**config.mk**
```make
export PLATFORM = sky130hd
export DESIGN_NAME = pipe_adder_flat
export DESIGN_NICKNAME = d
export VERILOG_FILES = /design/src/rtl/pipe_adder_pkg.sv /design/src/rtl/pipe_adder_if.sv /design/src/rtl/pipe_adder_seg_add.sv /design/src/rtl/pipe_adder.sv /design/src/flat_wrapper.sv
export SDC_FILE = /design/constraint.sdc
export NUM_CORES = 1
export LEC_CHECK = 0
export BUFFER_PORTS_ARGS = -buffer_cell sky130_fd_sc_hd__buf_2
export CAP_MARGIN = 10
export CORE_MARGIN = 5
export CORE_UTILIZATION = 50
export DETAILED_ROUTE_END_ITERATION = 8
export GPL_ROUTABILITY_DRIVEN = 1
export PLACE_DENSITY = 0.73
export SYNTH_ARGS = -nofsm -noshare
export SYNTH_HDL_FRONTEND = slang
export SYNTH_SLANG_ARGS = --single-unit
```
**constraint.sdc**
```tcl
create_clock -name clk -period 4 [get_ports clk]
set_input_delay 0.2 -clock clk [delete_from_list [all_inputs] [get_ports clk]]
set_output_delay 0.2 -clock clk [all_outputs]
set_load 0.02 [all_outputs]
```
**src/rtl/pipe_adder_pkg.sv**
```systemverilog
// pipe_adder_pkg: shared constants and helpers for the pipelined adder.
// Holds the default operand/segment widths, the stage-count function and
// the configuration sanity check used at elaboration by the top level.
package pipe_adder_pkg;

   localparam int DEF_WIDTH = 32;
   localparam int DEF_SEG   = 8;

   // Number of pipeline stages: one stage per SEG-bit segment.
   function automatic int stages_f(input int width, input int seg);
      return width / seg;
   endfunction

   // True when the operand width splits into a whole number (>= 1) of segments.
   function automatic bit cfg_ok(input int width, input int seg);
      return (seg > 0) && (width >= seg) && ((width % seg) == 0);
   endfunction

endpackage

```
**src/rtl/pipe_adder_if.sv**
```systemverilog
// pipe_adder_if: operand/result stream bundle for pipe_adder.
// The ovf signal only exists when PIPE_ADDER_OVF_EN is defined.
// slave = the adder itself, master = the producer/consumer side.
interface pipe_adder_if
   import pipe_adder_pkg::*;
#(
   parameter int WIDTH = DEF_WIDTH
);
   logic             in_valid;
   logic             in_ready;
   logic [WIDTH-1:0] a;
   logic [WIDTH-1:0] b;
   logic             cin;
   logic             sub;
   logic             out_valid;
   logic             out_ready;
   logic [WIDTH-1:0] s;
   logic             cout;
`ifdef PIPE_ADDER_OVF_EN
   logic             ovf;
`endif

   modport slave (
      input  in_valid, a, b, cin, sub, out_ready,
      output in_ready, out_valid, s, cout
`ifdef PIPE_ADDER_OVF_EN
      , ovf
`endif
   );

   modport master (
      output in_valid, a, b, cin, sub, out_ready,
      input  in_ready, out_valid, s, cout
`ifdef PIPE_ADDER_OVF_EN
      , ovf
`endif
   );

endinterface

```
**src/rtl/pipe_adder_seg_add.sv**
```systemverilog
// seg_add: purely combinational SEG-bit ripple-carry adder built from
// full adders; one instance does the arithmetic for one pipeline stage.
module seg_add
   import pipe_adder_pkg::*;
#(
   parameter int SEG = DEF_SEG
) (
   input  logic [SEG-1:0] x,
   input  logic [SEG-1:0] y,
   input  logic           ci,
   output logic [SEG-1:0] sum,
   output logic           co
);

   logic [SEG:0] c;

   assign c[0] = ci;

   for (genvar gi = 0; gi < SEG; gi++) begin : g_fa
      assign sum[gi]  = x[gi] ^ y[gi] ^ c[gi];
      assign c[gi+1]  = (x[gi] & y[gi]) | (c[gi] & (x[gi] ^ y[gi]));
   end

   assign co = c[SEG];

endmodule

```
**src/rtl/pipe_adder.sv**
```systemverilog
// pipe_adder: pipelined WIDTH-bit adder/subtractor, one SEG-bit segment per
// stage, valid/ready on both sides with a single global stall (adv).
// Optional signed-overflow output enabled by defining PIPE_ADDER_OVF_EN.
module pipe_adder
   import pipe_adder_pkg::*;
#(
   parameter int WIDTH = DEF_WIDTH,
   parameter int SEG   = DEF_SEG
) (
   input logic         clk,
   input logic         rst,
   pipe_adder_if.slave bus
);

   localparam int STAGES = stages_f(WIDTH, SEG);
   localparam int MSB    = WIDTH - 1;

   if (!cfg_ok(WIDTH, SEG)) begin : g_cfg_check
      $error("pipe_adder: WIDTH (%0d) must be a positive multiple of SEG (%0d)", WIDTH, SEG);
   end

   logic             adv;

   // Inputs seen by stage k (stage 0 from the port, others from stage k-1).
   logic [WIDTH-1:0] in_a [STAGES];
   logic [WIDTH-1:0] in_b [STAGES];
   logic [WIDTH-1:0] in_s [STAGES];
   logic             in_c [STAGES];
   logic             in_v [STAGES];

   // Registered outputs of stage k and its combinational next partial sum.
   logic [WIDTH-1:0] reg_a [STAGES];
   logic [WIDTH-1:0] reg_b [STAGES];
   logic [WIDTH-1:0] reg_s [STAGES];
   logic             reg_c [STAGES];
   logic             reg_v [STAGES];
   logic [WIDTH-1:0] nxt_s [STAGES];

   // The whole pipe moves only when the output slot is empty or being taken.
   assign adv          = !reg_v[STAGES-1] || bus.out_ready;
   assign bus.in_ready = adv;

   // Subtraction is A + ~B + 1, so cin is overridden by sub.
   assign in_a[0] = bus.a;
   assign in_b[0] = bus.sub ? ~bus.b : bus.b;
   assign in_c[0] = bus.sub | bus.cin;
   assign in_s[0] = '0;
   assign in_v[0] = bus.in_valid;

   for (genvar gi = 1; gi < STAGES; gi++) begin : g_link
      assign in_a[gi] = reg_a[gi-1];
      assign in_b[gi] = reg_b[gi-1];
      assign in_s[gi] = reg_s[gi-1];
      assign in_c[gi] = reg_c[gi-1];
      assign in_v[gi] = reg_v[gi-1];
   end

   for (genvar gi = 0; gi < STAGES; gi++) begin : g_stage
      logic [SEG-1:0]   seg_sum;
      logic             seg_co;
      logic [WIDTH-1:0] s_d;
      logic [WIDTH-1:0] a_q;
      logic [WIDTH-1:0] b_q;
      logic [WIDTH-1:0] s_q;
      logic             c_q;
      logic             v_q;

      seg_add #(.SEG(SEG)) u_seg_add (
         .x   (in_a[gi][gi*SEG +: SEG]),
         .y   (in_b[gi][gi*SEG +: SEG]),
         .ci  (in_c[gi]),
         .sum (seg_sum),
         .co  (seg_co)
      );

      // Splice this stage's segment into the partial sum carried so far.
      always_comb begin
         s_d                 = in_s[gi];
         s_d[gi*SEG +: SEG]  = seg_sum;
      end

      // Stage register; data only loads for real beats so s holds across bubbles.
      always_ff @(posedge clk) begin
         if (rst) begin
            v_q <= 1'b0;
            c_q <= 1'b0;
            s_q <= '0;
            a_q <= '0;
            b_q <= '0;
         end else if (adv) begin
            v_q <= in_v[gi];
            if (in_v[gi]) begin
               c_q <= seg_co;
               s_q <= s_d;
               a_q <= in_a[gi];
               b_q <= in_b[gi];
            end
         end
      end

      assign reg_a[gi] = a_q;
      assign reg_b[gi] = b_q;
      assign reg_s[gi] = s_q;
      assign reg_c[gi] = c_q;
      assign reg_v[gi] = v_q;
      assign nxt_s[gi] = s_d;
   end

   assign bus.out_valid = reg_v[STAGES-1];
   assign bus.s         = reg_s[STAGES-1];
   assign bus.cout      = reg_c[STAGES-1];

`ifdef PIPE_ADDER_OVF_EN
   logic ovf_d;
   logic ovf_q;

   // Operand signs arrive with the beat at the last stage (forwarded A/B').
   assign ovf_d = (in_a[STAGES-1][MSB] == in_b[STAGES-1][MSB]) &&
                  (nxt_s[STAGES-1][MSB] != in_a[STAGES-1][MSB]);

   // Overflow flag registered alongside the final sum segment.
   always_ff @(posedge clk) begin
      if (rst) begin
         ovf_q <= 1'b0;
      end else if (adv && in_v[STAGES-1]) begin
         ovf_q <= ovf_d;
      end
   end

   assign bus.ovf = ovf_q;
`endif

endmodule

```
**src/flat_wrapper.sv**
```systemverilog
// flat-port wrapper written by rule: the top's interface ports become plain ports
module pipe_adder_flat import pipe_adder_pkg::*;
#(
   parameter int WIDTH = DEF_WIDTH,
   parameter int SEG   = DEF_SEG
)
  (clk, rst, bus_in_valid, bus_a, bus_b, bus_cin, bus_sub, bus_out_ready, bus_in_ready, bus_out_valid, bus_s, bus_cout);
  pipe_adder_if #(.WIDTH(WIDTH)) bus_i ();
  input logic clk;
  input logic rst;
  input wire logic [$bits(bus_i.in_valid)-1:0] bus_in_valid;
  input wire logic [$bits(bus_i.a)-1:0] bus_a;
  input wire logic [$bits(bus_i.b)-1:0] bus_b;
  input wire logic [$bits(bus_i.cin)-1:0] bus_cin;
  input wire logic [$bits(bus_i.sub)-1:0] bus_sub;
  input wire logic [$bits(bus_i.out_ready)-1:0] bus_out_ready;
  output wire logic [$bits(bus_i.in_ready)-1:0] bus_in_ready;
  output wire logic [$bits(bus_i.out_valid)-1:0] bus_out_valid;
  output wire logic [$bits(bus_i.s)-1:0] bus_s;
  output wire logic [$bits(bus_i.cout)-1:0] bus_cout;
  assign bus_i.in_valid = bus_in_valid;
  assign bus_i.a = bus_a;
  assign bus_i.b = bus_b;
  assign bus_i.cin = bus_cin;
  assign bus_i.sub = bus_sub;
  assign bus_i.out_ready = bus_out_ready;
  assign bus_in_ready = bus_i.in_ready;
  assign bus_out_valid = bus_i.out_valid;
  assign bus_s = bus_i.s;
  assign bus_cout = bus_i.cout;
  pipe_adder #(.WIDTH(WIDTH), .SEG(SEG)) u_core (.clk(clk), .rst(rst), .bus(bus_i));
endmodule
```
# == Word-level counts from Yosys, hierarchy flattened ==
# Index checks and enable logic that the tools add are counted.
# classes
n_eq_ne,0
n_lt_le_gt_ge,0
bitwise,162
n_mul,0
n_div,0
add_sub_neg,0
shifts,0
muxes,1
n_reduce_logical,6
# ops
cell,count
1-bit AND,64
1-bit XOR,64
1-bit OR,33
32-bit 2-to-1 mux,1
32-bit inverter,1
2-bit AND reduction,4
1-bit zero test,1
1-bit logical OR,1
# totals
rom_bits,0
output_inout_bits,35
register_bits,280
elab_cells,187
mem_count,0
ram_bits,0
latchBits,0

# == Depth between registers and ports, before layout ==
# Gate-level depths: netlist (run 1).
# depth
depth_word,19
ltp_mapped,15
depth_no_buf,13

# == Hierarchy ==
# A second synthesis (run 1) with hierarchy kept.
# hier_totals
cells_unflattened,906
hier_area_um2,8100.3
# modules_own_cells
module,area_each_um2,cells_each,instances,seq_area_each_um2
pipe_adder,7309.5,834,1,3683.5
seg_add,197.7,18,4,0.0

# == Worst setup path after synthesis (run 1) ==
# OpenSTA, ideal clock, no wires.
# synth_path
kind,register -> register
from,register u_core.g_stage[1].c_q
to,register u_core.g_stage[2].s_q[23]
path_slack_ps,72
setup_ps,86
t_arrival_ps,3843
path_buffers,0
stages_incl_launch_ff,13
cell_sequence,dfxtp_1 -> fa_1 -> inv_1 -> fa_1 -> inv_1 -> fa_1 -> fa_1 -> fa_1 -> fa_1 -> fa_1 -> inv_1 -> fa_1 -> a211oi_1
# synth_between
elab_chain_cells,15
# synth_lines
item,line_no,rtl
start: declaration,pipe_adder.sv:65,logic c_q;
start signal: assignment,pipe_adder.sv:93,c_q <= seg_co;
1-bit AND,pipe_adder_seg_add.sv:21,assign c[gi+1] = (x[gi] & y[gi]) | (c[gi] & (x[gi] ^ y[gi]));
1-bit OR,pipe_adder_seg_add.sv:21,
1-bit AND,pipe_adder_seg_add.sv:21,
1-bit OR,pipe_adder_seg_add.sv:21,
1-bit AND,pipe_adder_seg_add.sv:21,
1-bit OR,pipe_adder_seg_add.sv:21,
1-bit AND,pipe_adder_seg_add.sv:21,
1-bit OR,pipe_adder_seg_add.sv:21,
1-bit AND,pipe_adder_seg_add.sv:21,
1-bit OR,pipe_adder_seg_add.sv:21,
1-bit AND,pipe_adder_seg_add.sv:21,
1-bit OR,pipe_adder_seg_add.sv:21,
1-bit AND,pipe_adder_seg_add.sv:21,
1-bit OR,pipe_adder_seg_add.sv:21,
1-bit XOR,pipe_adder_seg_add.sv:20,assign sum[gi] = x[gi] ^ y[gi] ^ c[gi];
end signal: assignment,pipe_adder.sv:87,s_q <= '0;
end signal: assignment,pipe_adder.sv:94,s_q <= s_d;
end: declaration,pipe_adder.sv:64,logic [WIDTH-1:0] s_q;
# Every way passes these cells.
# A chain may end at the register's enable or synchronous reset.

# == Final worst setup path (run 1) ==
# layout_path
from,register u_core.g_stage[0].c_q
to,register u_core.g_stage[1].s_q[15]
# layout_between
elab_chain_cells,15
# layout_lines
item,line_no
start: declaration,pipe_adder.sv:65
start signal: assignment,pipe_adder.sv:93
1-bit AND,pipe_adder_seg_add.sv:21
1-bit OR,pipe_adder_seg_add.sv:21
1-bit AND,pipe_adder_seg_add.sv:21
1-bit OR,pipe_adder_seg_add.sv:21
1-bit AND,pipe_adder_seg_add.sv:21
1-bit OR,pipe_adder_seg_add.sv:21
1-bit AND,pipe_adder_seg_add.sv:21
1-bit OR,pipe_adder_seg_add.sv:21
1-bit AND,pipe_adder_seg_add.sv:21
1-bit OR,pipe_adder_seg_add.sv:21
1-bit AND,pipe_adder_seg_add.sv:21
1-bit OR,pipe_adder_seg_add.sv:21
1-bit AND,pipe_adder_seg_add.sv:21
1-bit OR,pipe_adder_seg_add.sv:21
1-bit XOR,pipe_adder_seg_add.sv:20
end signal: assignment,pipe_adder.sv:87
end signal: assignment,pipe_adder.sv:94
end: declaration,pipe_adder.sv:64
# Every way passes these cells.

==> impl_metrics.csv, run 1 <==
group,metric,value,unit
timing,post-route-min-period,3.87,ns
finish,final_cell_area,0.00915,mm^2
logic_synthesis,ys_ff_latch,184,
logic_synthesis,synthesis.nets,952,
setup_path,crit_end,"u_core.g_stage[1].s_q[15]",
run,cap_viol_max_count,0,
drt,vias,6051,
die,core,0.0159,mm^2
finish,final_core_util,57.6,%
setup_path,critPathKind,"reg -> reg",
setup_path,r2r-start,"u_core.g_stage[0].c_q",
drt,drtPass1Iterations,5,
finish,antenna_cells,0,
timing,whs,0.0168,ns
finish,nets,1001,
logic_synthesis,ys_warn_count,0,
drt,vias_per_cell,5.36,
clock_network,cts_tree,"done",
setup_path,cp-start-kind,"flip-flop",
timing,slew_violations,0,
clock_network,numCtsBuffers,17,
grt,grt_max_degree,139,
placed_design,place_area,0.00851,mm^2
setup_path,critical_path_arrival,4.21,ns
drt,ant_nets,0,
drt,finalWirelength,17.6,mm
die,dieArea,0.0188,mm^2
die,num_rows,46,
setup_path,worst_r2r_path_depth,12,
die,io_pins,105,
timing,clock_skew,0.0135,ns
logic_synthesis,synth_cell_types,29,
finish,num-fill-cells,1455,
drt,drt_iter0_drc,538,
clock_network,cts.path.max_buffers,2,
clock_network,htreeDepth,4,
outcome,status,"completed",
grt,grt_pass1_vias,5739,
grt,grt_pass1_wl,28.9,mm
logic_synthesis,syn_area_per_cell,9.50,um^2
pwr,p_leak,3.39,nW
clock_network,cts-resized-gates,5,
finish,synthToLayoutAreaGrowth,13.2,%
die,initial_core_util,50.9,%
pwr,p_per_area,440,mW/mm^2
pwr,worst_ir_drop_vdd,340,uV
setup_path,rrSetupSlack,0.13,ns
finish,drive_gt1_share,18.5,%
drt,wl_per_cell,15.6,um
clock_network,path_clk_slew,0.07,ns
logic_synthesis,postSynthCellCount,850,
clock_network,cts-root-buf,"clkbuf_16",
logic_synthesis,ys_seq_area_share,45.6,%
setup_path,startpoint,"u_core.g_stage[0].c_q",
die,die_w,137,um
pwr,fin_total_pwr,4.03,mW
timing,max_freq,0.258,GHz
setup_path,required,4.34,ns
timing,period_share,96.8,%
drt,drc,0,
clock_network,cts_setup_buffers,0,
grt,grt.total_usage,19.3,%
placed_design,gp_congestion,0.757,
die,die_h,137,um
clock_network,clk-insertion-delay-late,0.44,ns
timing,slew_headroom,21.3,%
logic_synthesis,netlist_area,0.00808,mm^2
grt,antenna_found_initial,0,
placed_design,dpl.hpwl,11.5,mm
grt,grt_overflow,0,
clock_network,numClockSinks,184,
setup_path,worst_setup_path_end_kind,"flip-flop",
timing,setup_viol,0,
setup_path,reg2reg_to,"u_core.g_stage[1].s_q[15]",
clock_network,cts_hold_buf,0,
timing,worstMarginPinSlew,1.18,ns
setup_path,path_max_fanout,2,
worst_hold_path,hold_path_class,"in -> reg",
timing,hold_viol,0,
placed_design,io_buffer_count,104,
==> layout by cell type, fill, tap and decap left out, drive strengths merged, types with 21 or more instances in the layout <==
cell type and count:
nand2b 66, clkbuf 21, inv 34, nand3 82, nand4b 21, fa 32, xnor2 27, a211oi 38
o21ai 103, buf 114, a21oi 122, dfxtp 184, mux2i 39
==> cells by family after synthesis <==
family	after synthesis	share of synthesized area (%)
AOI/OAI and AO/OA	263	17.7
xor gates and xnor gates	32	3.47
adders and majority gates	32	7.93
buffers and inverters	117	7.06
DFF	184	45.6
muxes	39	4.83
and+or+nand+nor	183	13.5
==> sequential cells by signal, indices dropped and copies added (netlist names) <==
register	count
u_core.g_stage.v_q	3
u_core.bus.s	32
u_core.bus.out_valid	1
u_core.g_stage.s_q	48
u_core.g_stage.c_q	3
u_core.g_stage.b_q	48
u_core.bus.cout	1
u_core.g_stage.a_q	48
==> cells in the mapped netlist (all sizes together) <==
| cell | number | area, um^2 |
|---|---|---|
| nor2 | 4 | 25.0 |
| inv | 33 | 126 |
| or2 | 1 | 6.26 |
| clkbuf | 36 | 135 |
| nand2b | 66 | 413 |
| fa | 32 | 641 |
| nand2 | 6 | 25.0 |
| buf | 48 | 309 |
| nand3 | 82 | 410 |
| a21oi | 122 | 611 |
| a211oi | 38 | 300 |
| o21ai | 103 | 515 |
| mux2i | 39 | 390 |
| nor2b | 1 | 13.8 |
| xor2 | 5 | 43.8 |
| nand4b | 21 | 184 |
| xnor2 | 27 | 236 |
| nor3 | 2 | 10.0 |
| dfxtp | 184 | 3680 |
==> critical path, stage by stage (launching register included) <==
cell      delay [ns]
dfxtp_1         0.33
fa_1            0.43
inv_2           0.07
fa_1            0.16
inv_1           0.06
fa_2            0.40
fa_2            0.40
fa_2            0.40
fa_2            0.40
fa_1            0.45
inv_2           0.08
fa_1            0.40
a211oi_2        0.20
==> stage by stage <==
stage	TNS, ns	worst slack [ns]	instances
2_1_floorplan	0	0.0716	850
3_3_place_gp	-0.0257	-0.0139	1096
3_5_place_dp	-0.153	-0.0947	1096
4_1_cts	0	0.0148	1128
5_1_grt	-0.0369	-0.0369	1128
6_report	0	0.129	1128
==> per-layer routing <==
layer | track usage (%) | part of all wire (%)
met2 | 27.1 | 44
met4 | 6.10 | 1.4
met5 | 0 | 0
met1 | 29.5 | 50
met3 | 4.15 | 4.5
==> report_power, final <==
part	switching (mW)	total, mW	internal, mW	leakage (nW)
clock network	0.707	1.74	1.03	0.303
registers	0.0405	1.94	1.90	1.50
logic	0.197	0.345	0.148	1.58
total	0.945	4.03	3.08	3.39
==> layout make-up <==
cell class | instances | area [um^2] | share of cell area (%)
Timing Repair Buffer | 114 | 598 | 6.54
Tap cell | 216 | 270 | 2.96
Multi-Input combinational cell | 549 | 3850 | 42.1
Clock inverter | 11 | 144 | 1.57
Clock buffer | 21 | 470 | 5.14
Sequential cell | 184 | 3680 | 40.3
Inverter | 33 | 126 | 1.38
==> worst min path at each step <==
stage / slack (ns) / from / cells past startpoint / end
final: 0.02 / bus_a[25] / 3 / u_core.g_stage[0].a_q[25]
after global routing: 0.008 / bus_a[26] / 3 / u_core.g_stage[0].a_q[26]
after CTS: 0.005 / bus_a[30] / 3 / u_core.g_stage[0].a_q[30]
after detailed placement: 0.45 / u_core.g_stage[1].a_q[30] / 2 / u_core.g_stage[2].a_q[30]
after global placement: 0.45 / u_core.g_stage[0].a_q[27] / 2 / u_core.g_stage[1].a_q[27]
after floorplan: 0.35 / bus_a[10] / 2 / u_core.g_stage[0].a_q[10]
Note: power is estimated with default switching activity, not from simulation.
==> run 2: changes to the inputs <==
--- a/config.mk
+++ b/config.mk
@@ -11,6 +11,7 @@
 export CORE_UTILIZATION = 50
 export DETAILED_ROUTE_END_ITERATION = 8
 export GPL_ROUTABILITY_DRIVEN = 1
+export GPL_TIMING_DRIVEN = 0
 export PLACE_DENSITY = 0.73
 export SYNTH_ARGS = -nofsm -noshare
 export SYNTH_HDL_FRONTEND = slang
==> constraint.sdc (replaced) <==
create_clock -name clk -period 4 [get_ports clk]
set_input_delay 0 -clock clk [delete_from_list [all_inputs] [get_ports clk]]
set_output_delay 0 -clock clk [all_outputs]
set_load 0.02 [all_outputs]
==> impl_metrics.csv, run 2 (synthesis gave the netlist of run 1 again) <==
group,metric,value,unit
outcome,status,"completed",
drt,wl_per_cell,17.0,um
timing,rsz0062_at_grt,"no",
clock_network,path_clk_slew,0.07,ns
clock_network,numCtsBuffers,17,
die,die_h,137,um
setup_path,crit_chain,"fa_1 > inv_1 > fa_1 > inv_1 > fa_1 > fa_2 > fa_2 > fa_2 > fa_1 > inv_1 > fa_1 > a211oi_1",
setup_path,cp-start-kind,"flip-flop",
setup_path,path_buf_inv,3,
finish,num-fill-cells,1369,
setup_path,slowest_stage,"fa_1",
run,cap_viol_max_count,0,
setup_path,worst_r2r_path_depth,12,
die,io_pins,105,
setup_path,path_delay_family,"adder cells",
clock_network,cts_setup_buffers,0,
worst_hold_path,whs_endpoint,"u_core.g_stage[0].s_q[6]",
grt,grt_pass1_wl,33.7,mm
drt,drt_iter0_drc,486,
clock_network,cts-root-buf,"clkbuf_16",
drt,ant_nets,0,
setup_path,reg2reg_to,"u_core.g_stage[1].s_q[15]",
finish,final_cell_area,0.00997,mm^2
timing,max_freq,0.259,GHz
setup_path,critical_path_arrival,4.21,ns
timing,whs,0.00423,ns
pwr,p_per_area,405,mW/mm^2
worst_hold_path,hold_path_class,"in -> reg",
timing,hold_viol,0,
drt,vias,6734,
finish,final_core_util,62.8,%
die,initial_core_util,50.9,%
setup_path,path_max_fanout,2,
grt,antenna_found_initial,0,
pwr,p_leak,3.76,nW
setup_path,worst_setup_path_end_kind,"flip-flop",
finish,final_common_cell,"dfxtp_1",
grt,grt_max_degree,17,
grt,grt_overflow,0,
clock_network,cts.path.max_buffers,2,
clock_network,numClockSinks,184,
drt,drtPass1Iterations,5,
setup_path,rrSetupSlack,0.14,ns
clock_network,htreeDepth,4,
timing,worstMarginPinSlew,0.611,ns
die,core,0.0159,mm^2
finish,antenna_cells,0,
grt,grt_pass1_vias,6468,
timing,clock_skew,0.00813,ns
finish,nets,1123,
finish,top_regs,"u_core.g_stage.a_q x48, u_core.g_stage.b_q x48, u_core.g_stage.s_q x48",
die,num_rows,46,
clock_network,clk-insertion-delay-late,0.44,ns
drt,drc,0,
pwr,worst_ir_drop_vdd,320,uV
worst_hold_path,whs_path_depth,4,
grt,grt.total_usage,23.3,%
finish,synthToLayoutAreaGrowth,23.4,%
setup_path,slowest_delay,0.45,ns
setup_path,required,4.35,ns
timing,slew_headroom,59.3,%
setup_path,crit_top_cell,"fa_1",
placed_design,gp_congestion,0.862,
drt,finalWirelength,21.3,mm
timing,post-route-min-period,3.86,ns
finish,final_cell_mix,"dfxtp_1 (184), buf_2 (127), a21oi_1 (122), o21ai_0 (92), nand3_1 (82)",
finish,drive_gt1_share,19.1,%
setup_path,critPathKind,"reg -> reg",
timing,slew_violations,0,
pwr,fin_total_pwr,4.04,mW
clock_network,cts_tree,"done",
timing,period_share,96.5,%
placed_design,io_buffer_count,102,
placed_design,dpl.hpwl,15.1,mm
placed_design,place_area,0.00886,mm^2
drt,vias_per_cell,5.39,
worst_hold_path,min_from,"bus_a[6]",
setup_path,r2r-start,"u_core.g_stage[0].c_q",
die,die_w,137,um
timing,setup_viol,0,
die,dieArea,0.0188,mm^2
run 2: cell types whose count changed in the layout (fill, tap and decap cells not counted), moves of 6 or more:
cell           previous run  this run
buf_6                     0         6
buf_2                   103       127
dlygate4sd3_1             0        50
clkbuf_1                  1        38
run 2: worst max-delay path by stage:
stage | from | depth (start not counted) | to
after global routing | u_core.g_stage[1].c_q | 12 | u_core.g_stage[2].s_q[23]
after global placement | u_core.g_stage[0].c_q | 12 | u_core.g_stage[1].s_q[15]
after CTS | u_core.g_stage[0].c_q | 12 | u_core.g_stage[1].s_q[15]
after detailed placement | u_core.g_stage[1].c_q | 12 | u_core.g_stage[2].s_q[23]
after floorplan | u_core.g_stage[1].c_q | 12 | u_core.g_stage[2].s_q[23]
final | u_core.g_stage[0].c_q | 12 | u_core.g_stage[1].s_q[15]
run 2: power breakdown:
group / internal [mW] / switching [mW] / total [mW]
logic: 0.192 / 0.222 / 0.414
clock network: 0.945 / 0.731 / 1.68
registers: 1.90 / 0.0431 / 1.95
run 2: through the flow:
stage	worst slack, ns	setup TNS [ns]	instances
3_3_place_gp	-0.0637	-0.102	1168
2_1_floorplan	0.0716	0	850
5_1_grt	0.0164	0	1250
6_report	0.141	0	1250
4_1_cts	0.0229	0	1250
3_5_place_dp	-0.0647	-0.112	1168
run 2: area by class of cell:
type / instances / area, um^2 / area share, %
well taps: 216 / 270 / 2.71
repair buffers: 152 / 1010 / 10.1
clock inverters: 12 / 140 / 1.41
plain buffers: 84 / 444 / 4.45
inverters: 33 / 126 / 1.27
multi-input cells: 549 / 3850 / 38.6
flip-flops and latches: 184 / 3680 / 36.9
clock buffers: 20 / 447 / 4.48
run 2: repair_timing:
item	CTS	global route
pin swaps	0	2
hold buffers	50	0
gates resized for setup	4	5
setup endpoints to repair	2	3
hold endpoints to repair	50	0
run 2: layer usage:
| layer | GRT usage, % | routed length (um) |
|---|---|---|
| met5 | 0 | 0 |
| met1 | 32.1 | 9760 |
| met2 | 37.5 | 9880 |
| met3 | 4.34 | 1310 |
| met4 | 6.54 | 304 |
run 2: worst reg2reg max path, stage by stage, from the launching register on:
cell and delay, ns:
dfxtp_1 0.33, fa_1 0.41, inv_1 0.09, fa_1 0.16
inv_1 0.05, fa_1 0.45, fa_2 0.41, fa_2 0.39
fa_2 0.36, fa_1 0.43, inv_1 0.10, fa_1 0.41
a211oi_1 0.20
==> run 3: changes to the inputs <==
--- a/config.mk
+++ b/config.mk
@@ -13,6 +13,7 @@
 export GPL_ROUTABILITY_DRIVEN = 1
 export GPL_TIMING_DRIVEN = 0
 export PLACE_DENSITY = 0.73
+export SETUP_SLACK_MARGIN = 0.3
 export SYNTH_ARGS = -nofsm -noshare
 export SYNTH_HDL_FRONTEND = slang
 export SYNTH_SLANG_ARGS = --single-unit
==> impl_metrics.csv, run 3 (synthesis gave the netlist of run 1 again) <==
group,metric,value,unit
finish,final_common_cell,"dfxtp_1",
timing,rsz0062_at_grt,"yes",
die,initial_core_util,50.9,%
setup_path,worst_setup_path_end_kind,"flip-flop",
setup_path,slowest_stage,"fa_1",
timing,clock_skew,0.00989,ns
finish,drive_gt1_share,20.7,%
run,cap_viol_max_count,0,
die,die_h,137,um
drt,drtPass1Iterations,5,
setup_path,path_max_fanout,2,
finish,nets,1126,
grt,grt_overflow,0,
setup_path,critPathKind,"reg -> reg",
setup_path,critical_path_arrival,3.99,ns
pwr,worst_ir_drop_vdd,328,uV
die,dieArea,0.0188,mm^2
timing,slew_violations,0,
timing,post-route-min-period,3.63,ns
drt,ant_nets,0,
clock_network,cts_tree,"done",
setup_path,crit_top_cell,"fa_2",
grt,grt.total_usage,23.6,%
setup_path,crit_chain,"fa_1 > inv_1 > fa_2 > inv_1 > fa_2 > fa_2 > fa_2 > fa_2 > fa_2 > inv_1 > fa_1 > a211oi_2",
placed_design,dpl.hpwl,15.0,mm
drt,drt_iter0_drc,525,
clock_network,cts_setup_buffers,0,
timing,setup_viol,0,
pwr,fin_total_pwr,4.06,mW
setup_path,cp-start-kind,"flip-flop",
timing,finalWorstSetupSlack,0.367,ns
timing,max_freq,0.275,GHz
clock_network,clk-insertion-delay-late,0.44,ns
finish,final_core_util,63.2,%
die,core,0.0159,mm^2
die,num_rows,46,
grt,antenna_found_initial,0,
finish,antenna_cells,0,
timing,hold_viol,0,
setup_path,slowest_delay,0.42,ns
drt,finalWirelength,21.3,mm
placed_design,gp_congestion,0.845,
clock_network,htreeDepth,4,
setup_path,rrSetupSlack,0.37,ns
placed_design,place_ws,0.192,ns
clock_network,path_clk_slew,0.07,ns
clock_network,cts-root-buf,"clkbuf_16",
die,die_w,137,um
worst_hold_path,hold_path_class,"in -> reg",
finish,final_cell_mix,"dfxtp_1 (182), buf_2 (127), a21oi_1 (122), o21ai_0 (92), nand3_1 (82)",
clock_network,numClockSinks,184,
timing,slew_headroom,57.9,%
timing,period_share,90.8,%
die,io_pins,105,
timing,whs,0.0187,ns
setup_path,required,4.36,ns
grt,grt_max_degree,17,
timing,fin_setup_tns,0,ns
pwr,p_leak,3.77,nW
timing,worstMarginPinSlew,0.632,ns
pwr,p_per_area,405,mW/mm^2
grt,grt_pass1_wl,34.3,mm
finish,top_regs,"u_core.g_stage.a_q x48, u_core.g_stage.b_q x48, u_core.g_stage.s_q x48",
clock_network,numCtsBuffers,17,
grt,grt_pass1_vias,6614,
drt,vias,6863,
drt,drc,0,
finish,synthToLayoutAreaGrowth,24.3,%
clock_network,cts.path.max_buffers,2,
outcome,status,"completed",
drt,vias_per_cell,5.48,
drt,wl_per_cell,17.0,um
placed_design,io_buffer_count,102,
[run 3: cell types whose count changed in the layout (fill, tap and decap cells not counted), sizes merged]
cell / previous run / this run
clkinvlp: 3 / 2
dlygate4sd3: 50 / 53
inv: 37 / 36
clkinv: 3 / 5
[run 3: area by class of cell]
cell class | count | area [um^2]
fillers | 1342 | 5840
multi-input cells | 549 | 3880
flip-flops and latches | 184 | 3690
repair buffers | 155 | 1040
clock buffers | 20 | 457
plain buffers | 84 | 444
well taps | 216 | 270
clock inverters | 12 | 140
inverters | 33 | 126
[run 3: final timing paths]
kind / start / endpoint / depth (start not counted)
min reg2reg: u_core.g_stage[0].a_q[23] / u_core.g_stage[1].a_q[23] / 2
max reg2reg: u_core.g_stage[2].c_q / u_core.bus.s[31] / 12
min: bus_a[4] / u_core.g_stage[0].s_q[4] / 4
max: u_core.g_stage[2].c_q / u_core.bus.s[31] / 12
[run 3: worst max-delay path: cells and delay by family (launching register included)]
kind / cells / cell delay [ns]
flops: 1 / 0.34
compound gates: 1 / 0.18
buf+inv: 3 / 0.22
fa+ha+maj: 8 / 2.79
[run 3: stage by stage]
| step | cell area (um^2) | cells |
|---|---|---|
| after global placement | 8880 | 1168 |
| after global routing | 10000 | 1253 |
| after floorplan | 8100 | 850 |
| final | 10000 | 1253 |
| after detailed placement | 8880 | 1168 |
| after CTS | 10000 | 1253 |
[run 3: timing repair]
action                                 4_1_cts  5_1_grt
gates resized for setup                     11        7
setup endpoints to repair                    3        3
gates cloned                                 0        0
endpoints found under the hold margin       54        0
pin swaps                                   10       13
hold buffers                                53        0
[run 3: power breakdown]
part	switching, mW	internal (mW)
sequential	0.0433	1.90
combinational	0.225	0.197
clock	0.736	0.962
[run 3: per-layer routing]
metal,wire length (um),part of all wire [%],GRT usage [%],vias to the layer above
met2,9640,45,36.7,236
met4,578,2.7,9.15,0
met3,1400,6.6,4.34,41
li1,-,-,-,3301
met1,9640,45,32.8,3285
met5,0,0,0,-
